[src/rtl/pacman_motion_ctrl.sv]
// Pac-Man movement register stage: buffers a direction request and, once per
// move_tick, steps the sprite along the cell grid. Turns happen only at cell centres.
module pacman_motion_ctrl #(
  parameter int X_ORG     = 150,
  parameter int Y_ORG     = 34,
  parameter int CELL      = 60,
  parameter int STEP      = 2,
  parameter int GRID_N    = 8,
  parameter int START_COL = 1,
  parameter int START_ROW = 1
) (
  input  logic       clk,
  input  logic       reset,
  input  logic       move_tick,
  input  logic [3:0] btn_req,
  input  logic [3:0] legal_moves,
  output logic [9:0] xpos,
  output logic [9:0] ypos,
  output logic [2:0] cell_col,
  output logic [2:0] cell_row,
  output logic [3:0] current_direction,
  output logic       moving,
  output logic       at_center
);

  typedef enum logic {IDLE, MOVE} state_e;

  localparam logic [5:0] CellW = 6'(CELL);
  localparam logic [5:0] StepW = 6'(STEP);
  localparam logic [2:0] LastW = 3'(GRID_N - 1);

  state_e     state_q, state_d;
  logic [2:0] col_q, col_d, row_q, row_d;
  logic [5:0] xoff_q, xoff_d, yoff_q, yoff_d;
  logic [3:0] dir_q, dir_d, pend_q, pend_d;

  logic [3:0] step_dir;
  logic [3:0] in_grid;
  logic       centre;
  logic       req_onehot;
  logic       pend_legal, dir_legal;

  always_ff @(posedge clk) begin
    if (reset) begin
      state_q <= IDLE;
      col_q   <= 3'(START_COL);
      row_q   <= 3'(START_ROW);
      xoff_q  <= '0;
      yoff_q  <= '0;
      dir_q   <= '0;
      pend_q  <= '0;
    end else begin
      state_q <= state_d;
      col_q   <= col_d;
      row_q   <= row_d;
      xoff_q  <= xoff_d;
      yoff_q  <= yoff_d;
      dir_q   <= dir_d;
      pend_q  <= pend_d;
    end
  end

  // Exits that would leave the grid are masked out regardless of legal_moves.
  assign in_grid    = {col_q != '0, col_q != LastW, row_q != '0, row_q != LastW};
  assign centre     = (xoff_q == '0) && (yoff_q == '0);
  assign req_onehot = (btn_req != '0) && ((btn_req & (btn_req - 4'd1)) == '0);
  assign pend_legal = |(pend_q & legal_moves & in_grid);
  assign dir_legal  = |(dir_q & legal_moves & in_grid);

  always_comb begin
    state_d  = state_q;
    dir_d    = dir_q;
    pend_d   = pend_q;
    step_dir = '0;
    col_d    = col_q;
    row_d    = row_q;
    xoff_d   = xoff_q;
    yoff_d   = yoff_q;

    if (move_tick) begin
      if (centre) begin
        if (pend_q != '0 && pend_legal) begin
          dir_d    = pend_q;
          pend_d   = '0;
          step_dir = pend_q;
          state_d  = MOVE;
        end else if (dir_q != '0 && dir_legal) begin
          step_dir = dir_q;
          state_d  = MOVE;
        end else begin
          state_d  = IDLE;
        end
      end else begin
        state_d = MOVE;
        if (pend_q == {dir_q[2], dir_q[3], dir_q[0], dir_q[1]}) begin
          dir_d    = pend_q;
          pend_d   = '0;
          step_dir = pend_q;
        end else begin
          step_dir = dir_q;
        end
      end
    end

    // A request on the tick cycle overrides the clear so it is used next tick.
    if (req_onehot) pend_d = btn_req;

    case (step_dir)
      4'b0100: begin
        if (xoff_q + StepW == CellW) begin
          col_d  = col_q + 3'd1;
          xoff_d = '0;
        end else xoff_d = xoff_q + StepW;
      end
      4'b1000: begin
        if (xoff_q == '0) begin
          col_d  = col_q - 3'd1;
          xoff_d = CellW - StepW;
        end else xoff_d = xoff_q - StepW;
      end
      4'b0001: begin
        if (yoff_q + StepW == CellW) begin
          row_d  = row_q + 3'd1;
          yoff_d = '0;
        end else yoff_d = yoff_q + StepW;
      end
      4'b0010: begin
        if (yoff_q == '0) begin
          row_d  = row_q - 3'd1;
          yoff_d = CellW - StepW;
        end else yoff_d = yoff_q - StepW;
      end
      default: ;
    endcase
  end

  always_comb begin
    xpos              = 10'(X_ORG) + 10'(col_q) * 10'(CELL) + 10'(xoff_q);
    ypos              = 10'(Y_ORG) + 10'(row_q) * 10'(CELL) + 10'(yoff_q);
    cell_col          = col_q;
    cell_row          = row_q;
    current_direction = dir_q;
    moving            = (state_q == MOVE);
    at_center         = centre;
  end

endmodule
[config.mk]
export PLATFORM = sky130hd
export DESIGN_NAME = pacman_motion_ctrl
export DESIGN_NICKNAME = d
export VERILOG_FILES = /design/src/rtl/pacman_motion_ctrl.sv
export SDC_FILE = /design/constraint.sdc
export NUM_CORES = 1
export LEC_CHECK = 0
export CORE_MARGIN = 2
export CORE_UTILIZATION = 52
export CTS_BUF_LIST = sky130_fd_sc_hd__clkbuf_8
export CTS_CLUSTER_DIAMETER = 100
export DETAILED_ROUTE_END_ITERATION = 12
export PLACE_DENSITY = 0.76
export SETUP_SLACK_MARGIN = 0.2
export SLEW_MARGIN = 20
export SYNTH_ARGS = -nofsm -noshare
export SYNTH_HDL_FRONTEND = slang
export SYNTH_SLANG_ARGS = --single-unit
[constraint.sdc]
create_clock -name clk -period 4.1 [get_ports clk]
set_clock_uncertainty 0.1 [all_clocks]
set_input_delay 0.615 -clock clk [delete_from_list [all_inputs] [get_ports clk]]
set_output_delay 0.615 -clock clk [all_outputs]
set_load 0.01 [all_outputs]
==> reports/metrics.cfg <==
[hold_path]
worstHoldPathType=flip-flop to flip-flop

[route]
routedWlPerCell_um=13.87
vias=2582
drt_wl_total_um=6436
drtIter0Drc=103
via_per_inst=5.565
ant_nets=0
drc=0
dr.pass1.iters=4

[cells_and_area]
area_growth_pct=23.50
drive_gt1_share_pct=14.97
regArea_um2=505.5
fillers=430
insertedDiodeCount=0
final_nets=454
multi_input_area_um2=2247

[setup_path]
crit_path_max_incr_delay_ns=0.46
cp_data_arrival_time_ns=3.86
crit_path_max_fanout=6
crit_chain=clkdlybuf4s50_1 > a21boi_1 > a32oi_1 > and4_4 > a21o_1 > buf_4 > a221oi_4 > or3b_1 > fa_1 > xnor2_1 > or3_1 > a21oi_1
worstPathRequired_ns=4.19
end_kind=flip-flop
start_kind=primary input
slowest_stage=clkdlybuf4s50_1
path_class=primary input to flip-flop

[global_route]
track_usage_pct=22.12
antenna_found_initial=0
grt_pass1_wl_um=11050
overflow=0
grt_pass1_vias=2405
grt_max_degree=29

[die]
dieArea_um2=6044
ios=43
dieWidth_um=77.74
rows=26
coreArea_um2=5172
start_util_pct=54.67
die_y_um=77.74

[clock_network]
cts-buffers-inserted=3
clk_latency_ns=0.28
cts.sinks=25
ctsHoldBuffers=0
cts_tree=yes
cts_root_buf=clkbuf_8
cts_max_level=1
clk_path_buf_depth=2
clk_pin_slew_ns=0.09

[synth]
syn_avg_cell_area_um2=8.268
synth_commonest_cells=ha_1 (38), nor2_1 (34), inv_1 (30)
ys.flop_type=dfxtp_1
netlist_area_um2=2828
synth_top_area_share_pct=17.70
ys_ff_latch=25
async_flop_share_pct=0
yosysSeqAreaShare_pct=17.70
synth_cell_types=57
synthCells=342
synth.most_common_cell=ha_1
synth_area_leaders=dfxtp_1 (18%), ha_1 (17%), fa_1 (7.1%)
ys.warnings.count=0
synth_edf_count=0
yosys.area.top_type=dfxtp_1

[status]
status=finished, final reports clean

[place]
gp_congestion=0.9430
pre_cts_ws_ns=0.005866
io_buffers=40
dp_hpwl_um=4902

[power_and_ir_drop]
leakagePower_nw=1.554
power.density_nw_per_um2=189.3
irDropWorstVdd_uv=166.5

[sta]
worst_slack_ns=0.3256
worst_slew_pin_slew_ns=1.035
setup_viol=0
setup_tns_ns=0
rsz0062_at_grt=true
hold_viol=0
post-route-min-period_ns=3.774
fmax_ghz=0.2649
drv_slew=0
final.period_utilization_pct=92.06
maxSlewHeadroom_pct=30.76

[run]
maxCapViolCount=0

-- where the power goes --
part	switching (mW)	internal, mW	total, mW
clock network	0.0899	0.0692	0.159
registers	0.0123	0.250	0.262
logic	0.123	0.117	0.240
-- state kept, by name, summed over array words and instances (netlist names) --
register	flops
current_direction	4
moving	1
xoff_q	5
cell_row	3
cell_col	3
pend_q	4
yoff_q	5
-- per-stage QoR --
stage	hold slack [ns]	instance area [um2]	utilization (%)	total power, mW	cells
6_report	0.4012	3492	67.51	0.6611	464
5_1_grt	0.4449	3492	67.51	0.6982	464
4_1_cts	0.4030	3471	67.10	0.6553	464
3_5_place_dp	0.3820	3379	65.34	0.4954	459
3_3_place_gp	0.3808	3379	65.34	0.4913	459
2_1_floorplan	0.3959	2831	-	0.4091	343
-- timing repair --
item,CTS,global route
pin swaps,4,7
resized for setup,23,24
setup buffers,1,0
setup endpoints to repair,10,9
hold endpoints to repair,0,0
-- layout make-up --
type | count | share of cell area [%]
Multi-Input combinational cell | 279 | 64.35
Inverter | 30 | 3.332
Clock inverter | 1 | 0.2150
Clock buffer | 3 | 1.182
Timing Repair Buffer | 56 | 13.94
Sequential cell | 25 | 14.48
Tap cell | 70 | 2.508
-- critical path, delay by kind of cell --
family / cells / cell delay [ns]
and+or+nand+nor: 3 / 0.98
xor gates and xnor gates: 1 / 0.14
adders and majority gates: 1 / 0.39
AOI/OAI and AO/OA: 5 / 1.10
buffers and inverters: 2 / 0.63
-- cells by family after synthesis --
logic type / share of synthesized area (%)
xor+xnor: 8.672
flops: 17.70
compound gates: 19.16
buf+inv: 5.841
simple gates: 21.73
other cells: 0.1326
mux: 2.876
fa+ha+maj: 23.89
-- cell usage in the layout (no fill, tap or decap), types with 3 or more instances in the layout --
cell type and count:
a211oi_1 3, a21o_1 11, a21oi_1 17, a21oi_2 4, a311oi_1 4, a32oi_1 3
and2_1 3, buf_4 16, clkbuf_2 4, clkbuf_8 3, clkdlybuf4s50_1 31, dfxtp_1 21
dfxtp_2 4, dlygate4sd2_1 3, fa_1 10, ha_1 33, ha_4 3, inv_1 28
mux2i_1 7, nand2_1 19, nand2b_1 8, nand3_1 12, nand4_1 3, nor2_1 34
nor2b_1 4, nor3_1 8, o21ai_0 10, o21ai_1 5, or2_2 4, or3_1 5
xnor2_1 17, xor2_1 10
-- worst paths after layout --
kind,start,to,slack [ns],depth (start not counted)
worst max-delay path,legal_moves[0],cell_col[2],0.33,12
worst min-delay path,moving,moving,0.40,2
worst max register to register,cell_row[1],cell_col[2],0.37,14
worst min register to register,moving,moving,0.40,2
-- per-layer routing --
layer | global-route usage (%) | vias to the layer above | wire (um) | part of all wire, %
met1 | 31.04 | 1200 | 3104 | 48
met3 | 1.860 | 11 | 219 | 3.4
met2 | 36.47 | 63 | 3026 | 47
met4 | 5.893 | 0 | 86 | 1.3
met5 | 0 | - | 0 | 0
li1 | - | 1308 | - | -
Power figures use the tool's default switching activity.
